<file path="src/rtl/hazard_forward_ctrl.sv">
// hazard_forward_ctrl
//   Hazard and operand-forwarding controller for the 5-stage pipeline.
//   It keeps a shadow copy of destination-register state for the E, M and W
//   stages and derives from it the execute-stage forwarding selects, the
//   decode-stage branch-compare forwards, load-use and branch stalls, and a
//   HI/LO busy interlock for the multi-cycle mult/div unit.
//
//   Handshake note: there is no valid/ready pair here. The decode instruction
//   is "accepted" in any cycle where stall is low; while stall is high the
//   IF/ID register and PC hold (stall_f/stall_d) and E receives a bubble
//   (flush_e), so the same decode inputs are presented again next cycle.
//
// Ports
//   clk, rst_n          clock; synchronous active-low reset
//   rs_d, rt_d          decode-stage source registers
//   uses_rs_d/uses_rt_d decode instruction actually reads rs/rt
//   write_reg_d         decode-stage destination register
//   reg_write_d         decode instruction writes the register file
//   mem_to_reg_d        decode instruction is a load
//   branch_d            decode instruction compares rs/rt in decode
//   muldiv_start_d      decode instruction issues mult/div
//   reads_hilo_d        decode instruction is mfhi/mflo
//   forward_a_e/_b_e    E operand selects: 00 regfile, 01 result_w, 10 alu_out_m
//   forward_a_d/_b_d    branch comparator operand takes alu_out_m
//   stall_f, stall_d    hold PC / IF/ID
//   flush_e             insert bubble into ID/EX
module hazard_forward_ctrl #(
  parameter int REG_BITS       = 5,
  parameter int MULDIV_LATENCY = 4
) (
  input  logic                clk,
  input  logic                rst_n,
  input  logic [REG_BITS-1:0] rs_d,
  input  logic [REG_BITS-1:0] rt_d,
  input  logic                uses_rs_d,
  input  logic                uses_rt_d,
  input  logic [REG_BITS-1:0] write_reg_d,
  input  logic                reg_write_d,
  input  logic                mem_to_reg_d,
  input  logic                branch_d,
  input  logic                muldiv_start_d,
  input  logic                reads_hilo_d,
  output logic [1:0]          forward_a_e,
  output logic [1:0]          forward_b_e,
  output logic                forward_a_d,
  output logic                forward_b_d,
  output logic                stall_f,
  output logic                stall_d,
  output logic                flush_e
);

  localparam logic [3:0] MD_LAT = 4'(MULDIV_LATENCY);

  // Shadow pipeline state
  logic [REG_BITS-1:0] write_reg_e, write_reg_m, write_reg_w;
  logic                reg_write_e, reg_write_m, reg_write_w;
  logic                mem_to_reg_e, mem_to_reg_m, mem_to_reg_w;
  logic [REG_BITS-1:0] rs_e, rt_e;
  logic                uses_rs_e, uses_rt_e;
  logic [3:0]          md_cnt;

  // The E-stage use flags and the W load flag are kept for observation by
  // checkers; no output depends on them.
  logic unused_shadow;
  assign unused_shadow = ^{uses_rs_e, uses_rt_e, mem_to_reg_w};

  logic match_e_rs, match_e_rt, load_m_rs, load_m_rt;
  logic lw_stall, br_stall, md_stall, stall;
  logic [1:0] fwd_a, fwd_b;
  logic fwd_a_d, fwd_b_d;

  always_comb begin
    match_e_rs = uses_rs_d && reg_write_e && (write_reg_e != '0) && (write_reg_e == rs_d);
    match_e_rt = uses_rt_d && reg_write_e && (write_reg_e != '0) && (write_reg_e == rt_d);
    // A load in M still has no data for a decode-stage compare.
    load_m_rs  = uses_rs_d && mem_to_reg_m && (write_reg_m != '0) && (write_reg_m == rs_d);
    load_m_rt  = uses_rt_d && mem_to_reg_m && (write_reg_m != '0) && (write_reg_m == rt_d);

    lw_stall = mem_to_reg_e && (match_e_rs || match_e_rt);
    br_stall = branch_d && (match_e_rs || match_e_rt || load_m_rs || load_m_rt);
    md_stall = (md_cnt != 4'd0) && (reads_hilo_d || muldiv_start_d);
    stall    = lw_stall || br_stall || md_stall;

    // Selects come from registered state only; M wins over W.
    fwd_a = 2'b00;
    if (reg_write_m && (write_reg_m != '0) && (write_reg_m == rs_e))
      fwd_a = 2'b10;
    else if (reg_write_w && (write_reg_w != '0) && (write_reg_w == rs_e))
      fwd_a = 2'b01;

    fwd_b = 2'b00;
    if (reg_write_m && (write_reg_m != '0) && (write_reg_m == rt_e))
      fwd_b = 2'b10;
    else if (reg_write_w && (write_reg_w != '0) && (write_reg_w == rt_e))
      fwd_b = 2'b01;

    fwd_a_d = branch_d && reg_write_m && (write_reg_m != '0) && (write_reg_m == rs_d);
    fwd_b_d = branch_d && reg_write_m && (write_reg_m != '0) && (write_reg_m == rt_d);
  end

  // Outputs are held at zero for the whole time reset is asserted.
  always_comb begin
    forward_a_e = rst_n ? fwd_a : 2'b00;
    forward_b_e = rst_n ? fwd_b : 2'b00;
    forward_a_d = rst_n && fwd_a_d;
    forward_b_d = rst_n && fwd_b_d;
    stall_f     = rst_n && stall;
    stall_d     = rst_n && stall;
    flush_e     = rst_n && stall;
  end

  always_ff @(posedge clk) begin
    if (!rst_n) begin
      write_reg_e  <= '0;
      write_reg_m  <= '0;
      write_reg_w  <= '0;
      reg_write_e  <= 1'b0;
      reg_write_m  <= 1'b0;
      reg_write_w  <= 1'b0;
      mem_to_reg_e <= 1'b0;
      mem_to_reg_m <= 1'b0;
      mem_to_reg_w <= 1'b0;
      rs_e         <= '0;
      rt_e         <= '0;
      uses_rs_e    <= 1'b0;
      uses_rt_e    <= 1'b0;
      md_cnt       <= 4'd0;
    end else begin
      write_reg_w  <= write_reg_m;
      reg_write_w  <= reg_write_m;
      mem_to_reg_w <= mem_to_reg_m;
      write_reg_m  <= write_reg_e;
      reg_write_m  <= reg_write_e;
      mem_to_reg_m <= mem_to_reg_e;
      if (stall) begin
        write_reg_e  <= '0;
        reg_write_e  <= 1'b0;
        mem_to_reg_e <= 1'b0;
        rs_e         <= '0;
        rt_e         <= '0;
        uses_rs_e    <= 1'b0;
        uses_rt_e    <= 1'b0;
      end else begin
        write_reg_e  <= write_reg_d;
        reg_write_e  <= reg_write_d;
        mem_to_reg_e <= mem_to_reg_d;
        rs_e         <= rs_d;
        rt_e         <= rt_d;
        uses_rs_e    <= uses_rs_d;
        uses_rt_e    <= uses_rt_d;
      end
      // A start held behind a busy unit only reloads once it is accepted.
      if (muldiv_start_d && !stall)
        md_cnt <= MD_LAT;
      else if (md_cnt != 4'd0)
        md_cnt <= md_cnt - 4'd1;
    end
  end

endmodule

</file>
<file path="config.mk">
export PLATFORM = sky130hd
export DESIGN_NAME = hazard_forward_ctrl
export DESIGN_NICKNAME = d
export VERILOG_FILES = /design/src/rtl/hazard_forward_ctrl.sv
export SDC_FILE = /design/constraint.sdc
export NUM_CORES = 1
export LEC_CHECK = 0
export ABC_AREA = 1
export CAP_MARGIN = 5
export CELL_PAD_IN_SITES_DETAIL_PLACEMENT = 0
export CELL_PAD_IN_SITES_GLOBAL_PLACEMENT = 1
export CORE_MARGIN = 2
export CORE_UTILIZATION = 40
export DETAILED_ROUTE_END_ITERATION = 10
export GPL_TIMING_DRIVEN = 0
export PLACE_DENSITY_LB_ADDON = 0.1
export SETUP_SLACK_MARGIN = 0.05
export SYNTH_ARGS = -nofsm -noshare
export SYNTH_HDL_FRONTEND = slang
export SYNTH_SLANG_ARGS = --single-unit
</file>
<file path="constraint.sdc">
create_clock -name clk -period 4.4 [get_ports clk]
set_clock_uncertainty 0.2 [all_clocks]
set_input_delay 1.1 -clock clk [delete_from_list [all_inputs] [get_ports clk]]
set_output_delay 1.1 -clock clk [all_outputs]
set_load 0.1 [all_outputs]
</file>
==> flow_summary.json <==
{
  "antenna_found_initial": 0,
  "fin_cells": 369,
  "coreArea_mm2": 0.004692,
  "m1WireLength_mm": 1.800,
  "antenna-diode-count": 0,
  "ys_seq_elements": 34,
  "synth_nets": 301,
  "rows": 25,
  "fin_nets": 339,
  "outcome": "finished, final reports clean",
  "place_hpwl_mm": 3.280,
  "vias": 1627,
  "slew_violations": 0,
  "holdCritStartpoint": "mem_to_reg_e",
  "cp.required_ns": 3.10,
  "dp.cells": 361,
  "setup-tns-final_ns": 0,
  "leakage_nw": 1.230,
  "pwr-share-clk_pct": 20.8,
  "h-tree-depth": 2,
  "antenna_left": 0,
  "synth_cell_types": 30,
  "hold_depth": 2,
  "final_cell_area_mm2": 0.002441,
  "routedWlPerCell_um": 10.85,
  "synthesis.area_mm2": 0.001922,
  "period_minus_slack_ns": 4.229,
  "die_h_um": 73.32,
  "combPwrFrac_pct": 42.9,
  "syn_avg_cell_area_um2": 6.963,
  "numCtsBuffers": 5,
  "cp_common_cell": "nand2_1",
  "max_slew_margin_pct": 35.78,
  "drt_iter0_markers": 42,
  "hp-class": "reg -> reg",
  "io_buffers": 31,
  "dieArea_mm2": 0.005375,
  "avgViaCountPerCell": 4.409,
  "finalCritPeriodShare_pct": 96.11,
  "seqPwrFrac_pct": 36.3,
  "ir_drop_v": 0.0001740,
  "place_congestion": 0.8238,
  "crit_arrival_ns": 2.93,
  "drt-total-wl_mm": 4.004,
  "syn_inst": 276,
  "postCtsSetupBuffers": 0,
  "timing.reg2reg.worst_path_depth": 12,
  "tritoncts": "done",
  "worst_slew_pin_slew_ns": 0.9602,
  "p_sw_mw": 0.4578,
  "layout_setup_ws_ns": 0.1713,
  "boundaryPins": 33,
  "ctsRootBufferMaster": "clkbuf_8",
  "clock_sinks": 34,
  "crit_buf_inv": 4,
  "place_ws_ns": -0.7430,
  "ys_seq_area_share_pct": 35.42,
  "whs_ns": 0.2383,
  "whs_endpoint": "mem_to_reg_m",
  "cpPeakStageDelay_ns": 0.53,
  "place_area_mm2": 0.002332,
  "crit_chain": "clkdlybuf4s50_1, inv_1, nand2_1, nand2_1, nor2_1, nand3_1, nand2_1, nand3_1, nand2_1, inv_1, a21oi_4, buf_4",
  "clockBufferDepth": 2,
  "rsz0062_at_grt": "yes",
  "p_per_area_mw_per_mm2": 471.2,
  "r2r_start": "write_reg_e[1]",
  "grt_pass1_vias": 1437,
  "crit_family": "buffers and inverters",
  "crit_type": "in -> out",
  "clkTransAtPathRegs_ns": 0.07,
  "met3WireLength_um": 163,
  "syn2layout_area_growth_pct": 27.02,
  "utilization_pct": 52.03,
  "hold_viol": 0,
  "path_max_fanout": 3,
  "grt_overflow_total": 0,
  "clk_latency_ns": 0.29,
  "drc": 0,
  "setup_viol": 0,
  "total_power_mw": 1.150,
  "die_x_um": 73.32,
  "grt_pass1_wl_mm": 6.713,
  "grt_max_degree": 12,
  "max_cap_violations": 0,
  "netSwitchingFraction_pct": 39.81,
  "fmax_ghz": 0.2365,
  "top_layer": "met4",
  "power.internal_mw": 0.6923,
  "ff2ff_setup_slack_ns": 2.52,
  "drt_first_pass_iters": 4,
  "endpoint_kind": "output port",
  "track_usage_pct": 16.85,
  "start_util_pct": 40.96,
  "slowest_stage": "clkdlybuf4s50_1",
  "drive_gt1_share_pct": 14.29,
  "reg2reg_to": "rt_e[4]",
  "ys_warn_count": 0,
  "cp-start-kind": "input pin",
  "wl_met2_mm": 1.969
}
[flip-flops by register name, summed over array words and instances, names as in the netlist, 4 cells and up]
name         cells
md_cnt           4
write_reg_m      5
write_reg_e      5
write_reg_w      5
rt_e             5
rs_e             5
[per-layer routing]
layer  GRT usage [%]  up-vias
li1                -      894
met1           21.27      691
met2           27.83       36
met3           3.841        6
met4           6.667        0
met5               0        -
[logic make-up (layout without fill, tap and decap cells)]
| group | after synthesis | after routing | share of synthesized area (%) |
|---|---|---|---|
| flip-flops | 34 | 34 | 35.42 |
| AND/OR/NAND/NOR | 151 | 151 | 38.48 |
| XOR/XNOR | 17 | 17 | 7.747 |
| buffers and inverters | 63 | 102 | 14.71 |
| AO/OA/AOI/OAI | 10 | 10 | 2.995 |
| adder cells (fa/ha/maj) | 1 | 1 | 0.6509 |
[power by group through the flow]
stage	clock network (mW)	registers (mW)	logic (mW)
floorplan	0	0.413	0.385
global placement	0	0.425	0.478
detailed placement	0	0.425	0.481
CTS	0.250	0.418	0.480
global route	0.259	0.426	0.552
finish	0.239	0.418	0.493
[worst reg2reg max path, cell delays in order (launching register included)]
cell	delay (ns)
dfxtp_1	0.37
inv_1	0.08
nand2_1	0.06
nand2_1	0.05
nor2_1	0.12
nand3_1	0.09
nand2_1	0.11
nand3_1	0.11
nand2_1	0.08
inv_1	0.10
nand3_4	0.16
buf_12	0.19
nor2_4	0.04
[what timing repair did]
item,4_1_cts,5_1_grt
endpoints found under the setup margin,5,4
hold buffers,0,0
hold endpoints to repair,0,0
gates resized for setup,20,8
[Yosys cell counts]
master	count	share of area, %
clkbuf_1	1	0.20
buf_4	4	1.6
inv_1	53	10
nor2_4	11	6.4
nand3b_1	1	0.39
o22ai_1	1	0.33
nand2_1	80	16
nand3_2	1	0.52
nor4_1	2	0.65
buf_6	2	1.2
or2_2	2	0.65
nor2_2	1	0.33
inv_2	2	0.39
nand3_1	11	2.9
ha_1	1	0.65
o211ai_1	1	0.39
nor3b_1	1	0.39
nor3_1	6	1.6
nand3_4	1	0.91
xor2_1	7	3.2
a21oi_1	3	0.78
buf_12	1	1.0
nor2_1	27	5.3
o41ai_1	1	0.46
o21ai_0	4	1.0
dfxtp_1	34	35
nand4_1	5	1.6
nand2_4	1	0.59
nand4_2	1	0.65
xnor2_1	10	4.6
[cell usage in the layout, fill, tap and decap left out, drive strengths merged, types with 4 or more instances in the layout]
cell and n:
inv 55, nor2 39, clkdlybuf4s50 26, dfxtp 34, nand3 13, xnor2 10
nand4 6, nand2 81, o21ai 4, xor2 7, buf 10, clkbuf 8
nor3 6
[layout make-up]
cell class	count	area (um^2)
Buffer	8	76.32
Clock buffer	6	82.58
Clock inverter	2	12.51
Fill cell	500	2251
Inverter	55	206.4
Multi-Input combinational cell	179	991.0
Sequential cell	34	680.7
Tap cell	54	67.56
Timing Repair Buffer	31	324.1
[worst max path at each step]
stage          cells after the start  startpoint        endpoint  slack [ns]
2_1_floorplan                      3       rst_n  forward_a_e[0]        0.05
3_3_place_gp                      13     rs_d[3]         stall_d       -0.75
3_5_place_dp                      13     rs_d[3]         stall_d       -0.74
4_1_cts                           13     rs_d[3]         stall_d        0.08
5_1_grt                           12     rs_d[3]         flush_e        0.04
6_report                          12     rs_d[3]         flush_e        0.17
(Power assumes the default switching activity.)
==> RTL edit 1, RTL diff (same flow settings) <==
Change the parameter `REG_BITS` from 5 to 7.
--- a/src/rtl/hazard_forward_ctrl.sv
+++ b/src/rtl/hazard_forward_ctrl.sv
@@ -25,7 +25,7 @@
 //   stall_f, stall_d    hold PC / IF/ID
 //   flush_e             insert bubble into ID/EX
 module hazard_forward_ctrl #(
-  parameter int REG_BITS       = 5,
+  parameter int REG_BITS       = 7,
   parameter int MULDIV_LATENCY = 4
 ) (
   input  logic                clk,
Ports: changed (resized rs_d, rt_d and write_reg_d); port bits go from 33 to 39. The function was not compared with the original's and may differ.
==> RTL edit 1 against the original RTL <==
Sequential cell count increased by 10; combinational power rose by 26%; cell area grew 26%; sequential share of layout area grew 0.67 points; worst hold slack worse by 0.0081 ns; via count is 25% higher; wire length up 37%; area after synthesis up 29%; cell count grew 25%; register-to-register slack got worse by 0.17 ns; critical path depth increased by 2; setup slack lost 0.0085 ns; power grew 29%; utilization shrank 0.22 points; critical path type unchanged; critical endpoint is now stall_d.
==> RTL edit 1: results (changes against the original RTL) <==
| Metric | Value |
|---|---|
| Status | completed (unchanged) |
| Met3 GRT Util | 4.22% (was 3.84%) |
| Drt initial violations | 86 (was 42) |
| Vias in the first global route | 1873 (was 1437) |
| Reg2reg setup slack | 2.35 ns (was 2.52 ns) |
| Seq/Total Area, Yosys | 35.5% (was 35.4%) |
| Post-Route M1 WL | 2.57 mm (was 1.80 mm) |
| Placed Instances | 452 (was 361) |
| Routability Congestion | 0.842 (was 0.824) |
| Dpl ws | -0.735 ns (was -0.743 ns) |
| Max stage delay on crit path | 0.45 ns (was 0.53 ns) |
| Reg2Reg Launch Point | write_reg_m[0]$_SDFF_PN0_ (was write_reg_e[1]$_SDFF_PP0_) |
| Clk slew on worst S/H paths | 0.09 ns (was 0.07 ns) |
| Top cells by area, synth | dfxtp_1 35%, nand2_1 13%, inv_1 10% (was dfxtp_1 35%, nand2_1 16%, inv_1 10%) |
| Netlist cell types | 31 (was 30) |
| CP arrival | 2.94 ns (was 2.93 ns) |
| Post-synthesis cell count | 339 (was 276) |
| Met1 usage | 22.5% (was 21.3%) |
| VDD IR max | 381 uV (was 174 uV) |
| Largest net degree at the start of global routing | 15 (was 12) |
| I/O Buffers | 38 (was 31) |
| First-pass GRT wire length | 9.04 mm (was 6.71 mm) |
| Crit. Startpoint | rs_d[0] (was rs_d[3]) |
| GRT Resource Usage Total | 18.0% (was 16.8%) |
| Routed vias | 2033 (was 1627) |
| P_leak | 1.53 nW (was 1.23 nW) |
| Reg2Reg Depth | 14 (was 12) |
| Area after DPL | 2970 um^2 (was 2330 um^2) |
| Worst Hold End | reg_write_w$_SDFF_PN0_ (was mem_to_reg_m$_SDFF_PN0_) |
| Post-synth net total | 370 (was 301) |
| Slew HR | 62.2% (was 35.8%) |
RTL edit 1: report_power, final:
group          internal [mW]  switching [mW]
clock                  0.186           0.140
sequential             0.477          0.0641
combinational          0.246           0.373
RTL edit 1: logic make-up (layout without fill, tap and decap cells):
kind of cell             after synthesis  count (layout)  share of synthesized area, %
AO/OA/AOI/OAI                         13              13                          3.63
AND/OR/NAND/NOR                      172             172                          35.5
flip-flops                            44              44                          35.5
adder cells (fa/ha/maj)                1               1                         0.504
XOR/XNOR                              31              31                          10.9
buffers and inverters                 78             124                          14.0
RTL edit 1: timing repair:
action,in CTS,in global routing
gates resized for setup,34,9
hold endpoints to repair,0,0
endpoints found under the setup margin,9,9
RTL edit 1: area by class of cell:
type                    instances  area [um^2]
well taps                      75         93.8
flip-flops and latches         44          881
repair buffers                 38          374
fillers                       656         2870
plain buffers                  12          100
inverters                      66          248
clock buffers                   6         82.6
multi-input cells             217         1270
clock inverters                 2         38.8
==> RTL edit 2, RTL diff (same flow settings) <==
Made on the original files. Add an input register stage for `muldiv_start_d`, cleared by the reset; this delays it by one clock. The other inputs are not delayed to match.
--- a/src/rtl/hazard_forward_ctrl.sv
+++ b/src/rtl/hazard_forward_ctrl.sv
@@ -51,6 +51,16 @@
 
   localparam logic [3:0] MD_LAT = 4'(MULDIV_LATENCY);
 
+  logic muldiv_start_d_q;
+
+  always_ff @(posedge clk) begin
+    if (!rst_n) begin
+      muldiv_start_d_q <= '0;
+    end else begin
+      muldiv_start_d_q <= muldiv_start_d;
+    end
+  end
+
   // Shadow pipeline state
   logic [REG_BITS-1:0] write_reg_e, write_reg_m, write_reg_w;
   logic                reg_write_e, reg_write_m, reg_write_w;
@@ -78,7 +88,7 @@
 
     lw_stall = mem_to_reg_e && (match_e_rs || match_e_rt);
     br_stall = branch_d && (match_e_rs || match_e_rt || load_m_rs || load_m_rt);
-    md_stall = (md_cnt != 4'd0) && (reads_hilo_d || muldiv_start_d);
+    md_stall = (md_cnt != 4'd0) && (reads_hilo_d || muldiv_start_d_q);
     stall    = lw_stall || br_stall || md_stall;
 
     // Selects come from registered state only; M wins over W.
@@ -150,7 +160,7 @@
         uses_rt_e    <= uses_rt_d;
       end
       // A start held behind a busy unit only reloads once it is accepted.
-      if (muldiv_start_d && !stall)
+      if (muldiv_start_d_q && !stall)
         md_cnt <= MD_LAT;
       else if (md_cnt != 4'd0)
         md_cnt <= md_cnt - 4'd1;
Formal check against the unedited RTL: not equivalent (a bounded check fails within 4 cycles, from zero or initial values and one cycle with rst_n low).
==> RTL edit 2 against the original RTL <==
Fmax fell by 0.40%; power fell by 6.7%; sequential share of layout area grew 0.64 points; combinational power shrank 14%; setup slack got worse by 0.017 ns; critical endpoint is now forward_b_d; area after synthesis rose by 1.5%; critical path depth down 7; sequential cell count is 1 higher; cell area up 0.62%; wire length grew 2.4%; utilization is essentially flat.
==> RTL edit 2: results (changes against the original RTL) <==
| Metric | Value |
|---|---|
| Status | completed (unchanged) |
| Power Internal | 0.666 mW (was 0.692 mW) |
| Area after DPL | 2360 um^2 (was 2330 um^2) |
| Sequential share of cell area | 28.5% (was 27.9%) |
| Fraction of area in multi-input gates | 39.5% (was 40.6%) |
| Vias in the first global route | 1505 (was 1437) |
| CTS Buf Count | 5 (unchanged) |
| N_taps | 67 (was 54) |
| DP HPWL | 3.29 mm (was 3.28 mm) |
| Routed wire length | 4.10 mm (was 4.00 mm) |
| Compound-Gate Fraction of Synth Area | 1.99% (was 2.99%) |
| Seq group | 0.412 mW (was 0.418 mW) |
| First-pass GRT wire length | 6.83 mm (was 6.71 mm) |
| Routability Congestion | 0.836 (was 0.824) |
| Post-synthesis cell count | 267 (was 276) |
| CP Max Fanout | 2 (was 3) |
| CP arrival | 2.95 ns (was 2.93 ns) |
| Share of cells above drive strength 1 | 16.1% (was 14.3%) |
| Post-synth net total | 292 (was 301) |
| Clock sink count | 35 (was 34) |
| Post-synthesis adder-cell area fraction | 0.641% (was 0.651%) |
| P_leak | 1.24 nW (was 1.23 nW) |
| Clock network share of area | 3.57% (was 3.90%) |
| Largest net degree at the start of global routing | 11 (was 12) |
| FILL cells | 493 (was 500) |
| WL per Instance | 11.0 um (was 10.9 um) |
| CTS max path bufs | 2 (unchanged) |
| P_sw | 0.407 mW (was 0.458 mW) |
| Nets | 330 (was 339) |
| I/O Buffers | 31 (unchanged) |
| Top post-synthesis cells by count | 63 x nand2_1, 48 x inv_1, 35 x dfxtp_1 (was 80 x nand2_1, 53 x inv_1, 34 x dfxtp_1) |
| Placed Instances | 365 (was 361) |
| Slew @ Worst Pin | 0.963 ns (was 0.960 ns) |
| XOR/XNOR Fraction of Synth Area | 10.8% (was 7.75%) |
| Multi-In Gates | 170 (was 179) |
| Bufs w/o clock | 40 (was 39) |
| Netlist cell types | 26 (was 30) |
| Non-clock buffer share | 16.9% (was 16.4%) |
| GRT Resource Usage Total | 17.2% (was 16.8%) |
| Seq/Total Area, Yosys | 35.9% (was 35.4%) |
| VDD IR max | 193 uV (was 174 uV) |
| Top cells by area, synth | dfxtp_1 36%, nand2_1 12%, inv_1 9.2% (was dfxtp_1 35%, nand2_1 16%, inv_1 10%) |
| Non-clk invs | 53 (was 55) |
| Routed vias | 1582 (was 1627) |
[RTL edit 2: changes by cell type in the layout (fill, tap and decap cells not counted), sizes merged, moves of 4 or more]
cell and delta:
or2 +4, nor2 -5, nand4 -5, xnor2 +5, nand2 -17, nand3 +10
[RTL edit 2: layer usage]
metal / global-route usage [%] / wire [um] / vias up
met5: 0 / 0 / -
met2: 28.3 / 2020 / 24
met4: 6.67 / 55 / 0
li1: - / - / 866
met3: 4.53 / 129 / 5
met1: 21.4 / 1890 / 687
[RTL edit 2: metrics by stage]
stage	setup WS [ns]	hold slack, ns	util [%]
finish	0.154	0.237	52.0
floorplan	-0.403	0.214	-
detailed placement	-0.691	0.228	49.9
global placement	-0.693	0.226	49.9
global route	0.0183	0.287	52.0
CTS	0.104	0.238	51.5
[RTL edit 2: repair_timing]
action | CTS | global route
cloned | 0 | 0
setup endpoints to repair | 5 | 6
gates resized for setup | 17 | 11
[RTL edit 2: worst paths after layout]
check / slack, ns / depth (start not counted) / endpoint / startpoint
max reg2reg: 2.55 / 12 / write_reg_e[3]$_SDFF_PP0_ / write_reg_e[2]$_SDFF_PP0_
min: 0.24 / 2 / mem_to_reg_m$_SDFF_PN0_ / mem_to_reg_e$_SDFF_PP0_
max: 0.15 / 5 / forward_b_d / rt_d[4]
min reg2reg: 0.24 / 2 / mem_to_reg_m$_SDFF_PN0_ / mem_to_reg_e$_SDFF_PP0_
[RTL edit 2: worst max-delay path, stage by stage]
cell,delay [ns]
clkdlybuf4s50_1,0.53
xnor2_1,0.13
nand3_1,0.14
nor3_1,0.17
clkdlybuf4s15_1,0.86
[RTL edit 2: logic make-up after synthesis]
family,count (synthesis)
simple gates,138
buf+inv,62
flops,35
xor+xnor,24
compound gates,7
fa+ha+maj,1
